### config.mk
export PLATFORM = sky130hd
export DESIGN_NAME = mem_port_arbiter_flat
export DESIGN_NICKNAME = d
export VERILOG_FILES = /design/src/rtl/mem_port_arbiter_pkg.sv /design/src/rtl/mem_port_arbiter_if.sv /design/src/rtl/mem_port_arbiter_pick.sv /design/src/rtl/mem_port_arbiter.sv /design/src/flat_wrapper.sv
export SDC_FILE = /design/constraint.sdc
export NUM_CORES = 1
export LEC_CHECK = 0
export CAP_MARGIN = 20
export CELL_PAD_IN_SITES_DETAIL_PLACEMENT = 2
export CELL_PAD_IN_SITES_GLOBAL_PLACEMENT = 2
export CORE_UTILIZATION = 29
export DETAILED_ROUTE_END_ITERATION = 10
export PLACE_DENSITY_LB_ADDON = 0.1
export SLEW_MARGIN = 20
export SYNTH_ARGS = -nofsm -noshare
export SYNTH_HDL_FRONTEND = slang
export SYNTH_SLANG_ARGS = --single-unit
export TNS_END_PERCENT = 1
### constraint.sdc
create_clock -name clk -period 4.1 [get_ports clk]
set_input_delay 1.23 -clock clk [delete_from_list [all_inputs] [get_ports clk]]
set_output_delay 1.23 -clock clk [all_outputs]
set_load 0.01 [all_outputs]
### src/rtl/mem_port_arbiter_pkg.sv
// Shared definitions for the IF/DM unified-memory arbiter: FSM encodings,
// requester IDs and a counter-width helper.
package mem_port_arbiter_pkg;

    typedef enum logic [1:0] {
        IDLE  = 2'b00,
        ISSUE = 2'b01,
        WAIT  = 2'b10,
        RESP  = 2'b11
    } state_t;

    typedef enum logic {
        GNT_IF = 1'b0,
        GNT_DM = 1'b1
    } gnt_t;

    // Bits needed to hold the values 0..v (never less than one bit).
    function automatic int cnt_width(input int v);
        return (v < 1) ? 1 : $clog2(v + 1);
    endfunction

endpackage

### src/rtl/mem_port_arbiter_if.sv
// Requester and memory-side signal bundle of the arbiter. The slave modport
// is the arbiter; the master modport is the pipeline plus memory.
interface mem_port_arbiter_if;
    logic        if_req;
    logic [31:0] if_addr;
    logic        if_cancel;
    logic [31:0] if_rdata;
    logic        if_ready;

    logic        dm_req;
    logic        dm_we;
    logic [31:0] dm_addr;
    logic [31:0] dm_wdata;
    logic [31:0] dm_rdata;
    logic        dm_ready;

    logic        mem_en;
    logic        mem_we;
    logic [31:0] mem_addr;
    logic [31:0] mem_wdata;
    logic [31:0] mem_rdata;

    logic        busy;

    modport slave (
        input  if_req, if_addr, if_cancel,
        input  dm_req, dm_we, dm_addr, dm_wdata,
        input  mem_rdata,
        output if_rdata, if_ready, dm_rdata, dm_ready,
        output mem_en, mem_we, mem_addr, mem_wdata, busy
    );

    modport master (
        output if_req, if_addr, if_cancel,
        output dm_req, dm_we, dm_addr, dm_wdata,
        output mem_rdata,
        input  if_rdata, if_ready, dm_rdata, dm_ready,
        input  mem_en, mem_we, mem_addr, mem_wdata, busy
    );
endinterface

### src/rtl/mem_port_arbiter_pick.sv
// Winner selection between IF and DM, with a saturating count of DM grants
// made while IF was kept waiting.
module mem_arb_pick
    import mem_port_arbiter_pkg::*;
#(
    parameter int STARVE_MAX = 4
) (
    input  logic clk,
    input  logic rst_n,
    input  logic if_cand,
    input  logic dm_cand,
    input  logic grant_en,
    output logic win_valid,
    output gnt_t win_id
);
    localparam int SW = cnt_width(STARVE_MAX);
    localparam logic [SW-1:0] STARVE_LIM = SW'(STARVE_MAX);

    logic [SW-1:0] starve_cnt_q;
    logic [SW-1:0] starve_cnt_d;

    always_comb begin
        win_valid    = if_cand | dm_cand;
        win_id       = GNT_IF;
        starve_cnt_d = starve_cnt_q;

        // DM has priority unless IF has already been passed over STARVE_MAX times.
        if (dm_cand && !(if_cand && (starve_cnt_q == STARVE_LIM))) begin
            win_id = GNT_DM;
        end

        if (grant_en && win_valid) begin
            if (win_id == GNT_IF) begin
                starve_cnt_d = '0;
            end else if (if_cand) begin
                starve_cnt_d = (starve_cnt_q == STARVE_LIM) ? starve_cnt_q
                                                            : starve_cnt_q + SW'(1);
            end else begin
                starve_cnt_d = '0;
            end
        end
    end

    always_ff @(posedge clk or negedge rst_n) begin
        if (!rst_n) begin
            starve_cnt_q <= '0;
        end else begin
            starve_cnt_q <= starve_cnt_d;
        end
    end

endmodule

### src/rtl/mem_port_arbiter.sv
// Arbitrates a single-port fixed-latency memory between instruction fetch and
// data memory: grant, issue, latency wait, then a one-cycle ready pulse.
module mem_port_arbiter
    import mem_port_arbiter_pkg::*;
#(
    parameter int LATENCY    = 2,
    parameter int STARVE_MAX = 4
) (
    input  logic              clk,
    input  logic              rst_n,
    mem_port_arbiter_if.slave bus
);
    localparam int CW = cnt_width(LATENCY - 1);

    state_t        state_q,     state_d;
    gnt_t          gnt_q,       gnt_d;
    logic [CW-1:0] cnt_q,       cnt_d;
    logic          cancel_q,    cancel_d;
    logic          mem_en_q,    mem_en_d;
    logic          mem_we_q,    mem_we_d;
    logic [31:0]   mem_addr_q,  mem_addr_d;
    logic [31:0]   mem_wdata_q, mem_wdata_d;
    logic [31:0]   if_rdata_q,  if_rdata_d;
    logic [31:0]   dm_rdata_q,  dm_rdata_d;
    logic          if_ready_q,  if_ready_d;
    logic          dm_ready_q,  dm_ready_d;
    logic          busy_q,      busy_d;

    logic if_cand;
    logic dm_cand;
    logic win_valid;
    gnt_t win_id;

    assign if_cand = bus.if_req & ~bus.if_cancel;
    assign dm_cand = bus.dm_req;

    mem_arb_pick #(
        .STARVE_MAX (STARVE_MAX)
    ) u_pick (
        .clk       (clk),
        .rst_n     (rst_n),
        .if_cand   (if_cand),
        .dm_cand   (dm_cand),
        .grant_en  (state_q == IDLE),
        .win_valid (win_valid),
        .win_id    (win_id)
    );

    always_comb begin
        state_d     = state_q;
        gnt_d       = gnt_q;
        cnt_d       = cnt_q;
        cancel_d    = cancel_q;
        mem_en_d    = 1'b0;
        mem_we_d    = mem_we_q;
        mem_addr_d  = mem_addr_q;
        mem_wdata_d = mem_wdata_q;
        if_rdata_d  = if_rdata_q;
        dm_rdata_d  = dm_rdata_q;
        if_ready_d  = 1'b0;
        dm_ready_d  = 1'b0;

        if ((state_q != IDLE) && (gnt_q == GNT_IF) && bus.if_cancel) begin
            cancel_d = 1'b1;
        end

        case (state_q)
            IDLE: begin
                if (win_valid) begin
                    gnt_d    = win_id;
                    state_d  = ISSUE;
                    mem_en_d = 1'b1;
                    if (win_id == GNT_DM) begin
                        mem_we_d    = bus.dm_we;
                        mem_addr_d  = bus.dm_addr;
                        mem_wdata_d = bus.dm_wdata;
                    end else begin
                        mem_we_d   = 1'b0;
                        mem_addr_d = bus.if_addr;
                    end
                end
            end
            ISSUE: begin
                cnt_d = CW'(LATENCY - 1);
                if (mem_we_q) begin
                    state_d    = RESP;
                    dm_ready_d = (gnt_q == GNT_DM);
                    if_ready_d = (gnt_q == GNT_IF) && !cancel_d;
                end else begin
                    state_d = WAIT;
                end
            end
            WAIT: begin
                if (cnt_q == '0) begin
                    state_d = RESP;
                    // A cancelled fetch still lands its data; only the ready is withheld.
                    if (gnt_q == GNT_DM) begin
                        dm_rdata_d = bus.mem_rdata;
                        dm_ready_d = 1'b1;
                    end else begin
                        if_rdata_d = bus.mem_rdata;
                        if_ready_d = !cancel_d;
                    end
                end else begin
                    cnt_d = cnt_q - CW'(1);
                end
            end
            RESP: begin
                state_d  = IDLE;
                cancel_d = 1'b0;
            end
            default: state_d = IDLE;
        endcase

        busy_d = (state_d != IDLE);
    end

    always_ff @(posedge clk or negedge rst_n) begin
        if (!rst_n) begin
            state_q     <= IDLE;
            gnt_q       <= GNT_IF;
            cnt_q       <= '0;
            cancel_q    <= 1'b0;
            mem_en_q    <= 1'b0;
            mem_we_q    <= 1'b0;
            mem_addr_q  <= '0;
            mem_wdata_q <= '0;
            if_rdata_q  <= '0;
            dm_rdata_q  <= '0;
            if_ready_q  <= 1'b0;
            dm_ready_q  <= 1'b0;
            busy_q      <= 1'b0;
        end else begin
            state_q     <= state_d;
            gnt_q       <= gnt_d;
            cnt_q       <= cnt_d;
            cancel_q    <= cancel_d;
            mem_en_q    <= mem_en_d;
            mem_we_q    <= mem_we_d;
            mem_addr_q  <= mem_addr_d;
            mem_wdata_q <= mem_wdata_d;
            if_rdata_q  <= if_rdata_d;
            dm_rdata_q  <= dm_rdata_d;
            if_ready_q  <= if_ready_d;
            dm_ready_q  <= dm_ready_d;
            busy_q      <= busy_d;
        end
    end

    assign bus.mem_en    = mem_en_q;
    assign bus.mem_we    = mem_we_q;
    assign bus.mem_addr  = mem_addr_q;
    assign bus.mem_wdata = mem_wdata_q;
    assign bus.if_rdata  = if_rdata_q;
    assign bus.dm_rdata  = dm_rdata_q;
    assign bus.if_ready  = if_ready_q;
    assign bus.dm_ready  = dm_ready_q;
    assign bus.busy      = busy_q;

endmodule

### src/flat_wrapper.sv
// flat-port wrapper written by rule: the top's interface ports become plain ports
module mem_port_arbiter_flat import mem_port_arbiter_pkg::*;
#(
    parameter int LATENCY    = 2,
    parameter int STARVE_MAX = 4
)
  (clk, rst_n, bus_if_req, bus_if_addr, bus_if_cancel, bus_dm_req, bus_dm_we, bus_dm_addr, bus_dm_wdata, bus_mem_rdata, bus_if_rdata, bus_if_ready, bus_dm_rdata, bus_dm_ready, bus_mem_en, bus_mem_we, bus_mem_addr, bus_mem_wdata, bus_busy);
  mem_port_arbiter_if bus_i ();
  input  logic clk;
  input  logic rst_n;
  input wire logic [$bits(bus_i.if_req)-1:0] bus_if_req;
  input wire logic [$bits(bus_i.if_addr)-1:0] bus_if_addr;
  input wire logic [$bits(bus_i.if_cancel)-1:0] bus_if_cancel;
  input wire logic [$bits(bus_i.dm_req)-1:0] bus_dm_req;
  input wire logic [$bits(bus_i.dm_we)-1:0] bus_dm_we;
  input wire logic [$bits(bus_i.dm_addr)-1:0] bus_dm_addr;
  input wire logic [$bits(bus_i.dm_wdata)-1:0] bus_dm_wdata;
  input wire logic [$bits(bus_i.mem_rdata)-1:0] bus_mem_rdata;
  output wire logic [$bits(bus_i.if_rdata)-1:0] bus_if_rdata;
  output wire logic [$bits(bus_i.if_ready)-1:0] bus_if_ready;
  output wire logic [$bits(bus_i.dm_rdata)-1:0] bus_dm_rdata;
  output wire logic [$bits(bus_i.dm_ready)-1:0] bus_dm_ready;
  output wire logic [$bits(bus_i.mem_en)-1:0] bus_mem_en;
  output wire logic [$bits(bus_i.mem_we)-1:0] bus_mem_we;
  output wire logic [$bits(bus_i.mem_addr)-1:0] bus_mem_addr;
  output wire logic [$bits(bus_i.mem_wdata)-1:0] bus_mem_wdata;
  output wire logic [$bits(bus_i.busy)-1:0] bus_busy;
  assign bus_i.if_req = bus_if_req;
  assign bus_i.if_addr = bus_if_addr;
  assign bus_i.if_cancel = bus_if_cancel;
  assign bus_i.dm_req = bus_dm_req;
  assign bus_i.dm_we = bus_dm_we;
  assign bus_i.dm_addr = bus_dm_addr;
  assign bus_i.dm_wdata = bus_dm_wdata;
  assign bus_i.mem_rdata = bus_mem_rdata;
  assign bus_if_rdata = bus_i.if_rdata;
  assign bus_if_ready = bus_i.if_ready;
  assign bus_dm_rdata = bus_i.dm_rdata;
  assign bus_dm_ready = bus_i.dm_ready;
  assign bus_mem_en = bus_i.mem_en;
  assign bus_mem_we = bus_i.mem_we;
  assign bus_mem_addr = bus_i.mem_addr;
  assign bus_mem_wdata = bus_i.mem_wdata;
  assign bus_busy = bus_i.busy;
  mem_port_arbiter #(.LATENCY(LATENCY), .STARVE_MAX(STARVE_MAX)) u_core (.clk(clk), .rst_n(rst_n), .bus(bus_i));
endmodule
Word level (Yosys, flattened, before mapping). Cells that the tools add are included.

Register bits after elaboration: 141. Output and inout bits: 133.

Add/sub/neg operators: 2. Eq/ne operators: 5. Muxes and demuxes: 24. Bitwise logic cells: 5. Reduce and logical (&&, ||, !) cells: 17.

Operator list (number): $mux 32 (1); $mux 1 (14); $mux 3 (3); $reduce_and 3->1 (3); $pmux 2 s4 (1); $logic_and 1x1->1 (6); $pmux 1 s2 (3); $reduce_bool 2->1 (3); $eq 2x2->1 const B (2); $mux 2 (2); $reduce_and 2->1 (2); $add 3x1->3 const B (1); $eq 3x3->1 const B (1); $ne 3x3->1 const B (1); $not 1->1 (3); $eq 2x1->1 const B (1); $logic_not 1->1 (2); $logic_not 2->1 (1); $and 1x1->1 (1); $or 1x1->1 (1); $sub 1x1->1 const B (1).

Longest topological paths before layout.
Word-level depth: 8. Depth in mapped cells: 7.

Modules after synthesis. Synthesis repeated with hierarchy kept, for this count alone.

Cell total of the unflattened synthesis: 407. Area total of the unflattened synthesis: 5820.6 sq um.

By module, submodules not included: mem_port_arbiter (instances 1, cells each 388, area each 5631.7 sq um, seq. area each 3453.3 sq um); mem_arb_pick (instances 1, cells each 19, area each 188.9 sq um, seq. area each 75.1 sq um).

Least setup slack after synthesis. No wires, ideal clock.

Path kind: input to register. Start point: input port bus_dm_req. End point: register u_core.mem_wdata_q[10], in the netlist u_core.bus.mem_wdata[10]. Setup time: 0.125 ns. Arrival time: 2.209 ns. Required time: 3.975 ns. Path slack: 1.766 ns. Stages on the path: 6. Cells stage by stage: buf_6 -> and2_1 -> and2_4 -> buf_6 -> buf_12 -> mux2_4.

Cells in the longest elaborated chain, start to end: 3. Elaborated cells between the ends (all ways): 4. Classes of those cells: 1 x mux; 1 x bitwise; 2 x reduce/logical.

RTL lines: start: declaration (line flat_wrapper.sv:14) `input wire logic [$bits(bus_i.dm_req)-1:0] bus_dm_req;`; $logic_and 1x1->1 (line mem_port_arbiter_pick.sv:28) `if (dm_cand && !(if_cand && (starve_cnt_q == STARVE_LIM))) begin`; $mux 1 (line mem_port_arbiter_pick.sv:28); $reduce_and 3->1 (no source line) (*); end signal: assignment (line mem_port_arbiter.sv:141) `mem_wdata_q <= mem_wdata_d;`; end: declaration (line mem_port_arbiter.sv:22) `logic [31:0] mem_wdata_q, mem_wdata_d;`.

Mark *: on every way between the ends. The rest lies on a longest branch, timed or not. A chain may end at the register's enable or synchronous reset.

Worst setup path in the final report.
Start point: input port bus_if_cancel. End point: register u_core.mem_wdata_q[3], in the netlist u_core.bus.mem_wdata[3].

Cells in the longest elaborated chain, start to end: 7. Elaborated cells between the ends (all ways): 8. Classes of those cells: 1 x mux; 3 x bitwise; 4 x reduce/logical.

RTL lines: start: declaration (line flat_wrapper.sv:13) `input wire logic [$bits(bus_i.if_cancel)-1:0] bus_if_cancel;`; $not 1->1 (*) (line mem_port_arbiter.sv:34) `assign if_cand = bus.if_req & ~bus.if_cancel;`; $and 1x1->1 (*) (line mem_port_arbiter.sv:34); $logic_and 1x1->1 (line mem_port_arbiter_pick.sv:28); $logic_not 1->1 (line mem_port_arbiter_pick.sv:28); $logic_and 1x1->1 (line mem_port_arbiter_pick.sv:28); $mux 1 (line mem_port_arbiter_pick.sv:28); $reduce_and 3->1 (no source line) (*).

Marks and branches as above.

==> out/summary.json <==
{
  "setup_path": {
    "timing.critical_path.to_type": "register",
    "worstPathRequired_ns": 4.39,
    "arrival_ns": 3.27,
    "critPathMaxFanout": 36,
    "timing.setup.critical_path_class": "in2reg",
    "crit_path_start_kind": "input port"
  },
  "layout": {
    "area_taken_by_flip_flops_and_latches_um2": 3528,
    "multiInputGateArea_um2": 2406,
    "top_library_cells_by_usage_in_the_layout_fill_and_taps_aside": "sky130_fd_sc_hd__clkdlybuf4s50_1, sky130_fd_sc_hd__dfrtp_1, sky130_fd_sc_hd__mux2_2, sky130_fd_sc_hd__nand2_1",
    "finalNetCount": 840,
    "antennaDiodeCount": 0,
    "leading_cell_type_in_the_layout_fill_and_taps_excluded": "sky130_fd_sc_hd__clkdlybuf4s50_1",
    "post-route-cell-area_um2": 9624,
    "fillerInstances": 2106,
    "final_layout_size_suffix_gt1_frac": 0.2006,
    "area.growth.synth_to_final_pct": 55.43
  },
  "timing": {
    "fin_skew_ns": 0.009262,
    "max_clock_freq_mhz": 335.9,
    "rsz_0062_raised_after_global_routing": "false",
    "max-slew-margin-rel": 0.4239,
    "worst_slack_ns": 1.123,
    "hold_viol_final": 0,
    "setup_viol": 0,
    "final_max_slew_viol_count": 0,
    "final.setup.tns_ns": 0,
    "hold_ws_ns": 0.4420,
    "final_period_minus_worst_setup_slack_ns": 2.977,
    "fin_crit_sh": 0.7261,
    "tightestPinTransition_ns": 0.8642
  },
  "synth": {
    "synth_top_cells_by_area": "sky130_fd_sc_hd__dfrtp_1, sky130_fd_sc_hd__mux2_2, sky130_fd_sc_hd__mux2_4, sky130_fd_sc_hd__o221ai_1, sky130_fd_sc_hd__o22a_1",
    "synth-seq-area-share": 0.5698,
    "synth_area_leader_cell": "sky130_fd_sc_hd__dfrtp_1",
    "ys_types": 38,
    "cell_area_after_technology_mapping_um2": 6192,
    "synth_top_area_share": 0.5698,
    "synth.yosys.warnings": 0,
    "synth_instances": 447,
    "yosys_register_bits": 141,
    "synthesis.area_per_instance_um2": 13.85,
    "postSynthNetCount": 587
  },
  "detailed_routing": {
    "ant_nets": 0,
    "drc": 0,
    "avgRoutedWirePerCell_um": 20.07,
    "drt-pass1-iter-count": 4,
    "detail_route.wirelength_um": 19830,
    "drt-initial-drc-count": 98,
    "via_count": 4785,
    "routed_via_density": 4.843
  },
  "grt": {
    "first_global_vias": 5353,
    "gr-total-overflow": 0,
    "groute.usage.overall": 0.1842,
    "maximum_number_of_pins_on_one_net_before_global_route_repair": 94,
    "antenna_found_initial": 1,
    "grt_first_pass_wirelength_um": 30920
  },
  "floorplanning": {
    "die_area_um2": 21940,
    "core_rows": 53,
    "horizontal_die_dimension_um": 148.1,
    "fp.coreArea_um2": 20960,
    "boundaryPins": 267,
    "initial_util": 0.2955,
    "die-height_um": 148.1
  },
  "status": {
    "status": "completed"
  },
  "placed_design": {
    "dp_hpwl_um": 13980,
    "dp_slack_ns": 0.6722,
    "postPlaceCellArea_um2": 9032,
    "numPortBuffers": 266,
    "gp_routability_congestion": 0.7865
  },
  "power": {
    "p_int_mw": 5.007,
    "max-vdd-ir-drop_mv": 0.2822,
    "seq_power_share": 0.339,
    "overall_power_of_the_completed_layout_mw": 7.360,
    "p_per_area_nw_per_um2": 764.7,
    "leakagePower_nw": 3.888,
    "comb_power_share": 0.452,
    "clkPwrFrac": 0.208,
    "switching_share": 0.3196,
    "power.net_switching_mw": 2.352
  },
  "flow_run": {
    "drv_cap": 0
  },
  "clocking": {
    "clk_root_buffer_cell": "sky130_fd_sc_hd__clkbuf_16",
    "cts.repair_timing.setup_buffer_count": 0,
    "clock_sink_count": 141,
    "insertion_delay_ns": 0.41,
    "htreeDepth": 4,
    "tritoncts_clock_tree": "done",
    "cts-root-to-sink-buffers": 2,
    "postCtsHoldBufs": 0,
    "cts_repair_resize_count": 0,
    "clk_pin_slew_worst_paths_ns": 0.06,
    "numCtsBuffers": 17
  },
  "worst_hold_path": {
    "holdCritPathClass": "reg2reg"
  }
}
through the flow:
| step | std cells | util |
|---|---|---|
| floorplan | 447 | - |
| global placement | 956 | 0.4310 |
| detailed placement | 956 | 0.4310 |
| CTS | 988 | 0.4593 |
| global route | 988 | 0.4593 |
| finish | 988 | 0.4593 |
synth_stat cells, drive strengths merged:
cell,number
a211o,1
a21boi,32
a21o,1
a21oi,2
a22o,1
a32o,2
and2,4
and4b,1
buf,25
clkbuf,15
dfrtp,141
ha,6
inv,6
mux2,96
nand2,33
nand4,1
nand4b,1
nor2,4
nor2b,3
nor4,1
nor4b,1
o21ai,3
o21bai,1
o221ai,32
o22a,32
o41ai,1
xor2,1
registers in the layout, indices dropped and copies added, names as in the netlist:
name                        count
u_core.bus.dm_rdata            32
u_core.bus.mem_addr            32
u_core.bus.mem_we               1
u_core.bus.if_ready             1
u_core.bus.busy                 1
u_core.bus.mem_en               1
u_core.bus.if_rdata            32
u_core.state_q                  2
u_core.bus.mem_wdata           32
u_core.bus.dm_ready             1
u_core.gnt_q                    1
u_core.cancel_q                 1
u_core.cnt_q                    1
u_core.u_pick.starve_cnt_q      3
kinds of logic (layout without fill, tap and decap cells):
logic type	count (synthesis)	count (layout)	share of synthesized area
DFF	141	141	0.5698
adders and majority gates	6	6	0.01212
AOI/OAI and AO/OA	108	108	0.1451
buffers and inverters	46	312	0.04203
xor gates and xnor gates	1	1	0.001415
muxes	96	96	0.1903
and+or+nand+nor	49	49	0.03920
path summary, 6_finish.rpt:
check                           cells past startpoint               from                  endpoint  slack [ns]
worst max-delay path                                4      bus_if_cancel   u_core.bus.mem_wdata[3]        1.12
worst min-delay path                                1    u_core.cancel_q       u_core.bus.if_ready        0.44
worst max register to register                      5  u_core.state_q[0]   u_core.bus.mem_wdata[3]        1.46
worst min register to register                      1    u_core.cancel_q       u_core.bus.if_ready        0.44
max in group asynchronous                           2              rst_n   u_core.bus.mem_wdata[7]        2.39
min in group asynchronous                           1              rst_n  u_core.bus.mem_wdata[18]        0.82
metal layers:
metal | vias to the layer above | routed length (um) | global-route usage | part of all wire
li1 | 2154 | - | - | -
met1 | 2438 | 8239 | 0.2213 | 0.42
met4 | 2 | 289 | 0.05515 | 0.015
met5 | - | 12 | 0 | 0.00061
met2 | 172 | 9880 | 0.3115 | 0.50
met3 | 19 | 1404 | 0.06135 | 0.071
cell type report:
class / count / share of cell area
multi-input cells: 260 / 0.2500
inverters: 6 / 0.002340
repair buffers: 274 / 0.2838
flip-flops and latches: 141 / 0.3666
clock inverters: 14 / 0.01586
well taps: 275 / 0.03575
clock buffers: 18 / 0.04563
power groups by stage:
| stage | Combinational, mW | Sequential [mW] | Clock, mW |
|---|---|---|---|
| 6_report | 3.33 | 2.50 | 1.53 |
| 2_1_floorplan | 1.25 | 2.77 | 0 |
| 3_3_place_gp | 3.28 | 2.46 | 0 |
| 5_1_grt | 3.55 | 2.58 | 1.65 |
| 3_5_place_dp | 3.37 | 2.53 | 0 |
| 4_1_cts | 3.39 | 2.51 | 1.59 |
worst max-delay path, cell delays in order:
cell and delay [ns]:
sky130_fd_sc_hd__clkdlybuf4s50_1 0.54, sky130_fd_sc_hd__nand4b_4 0.41, sky130_fd_sc_hd__and2_4 0.65, sky130_fd_sc_hd__mux2_2 0.41
(Power assumes the default switching activity.)
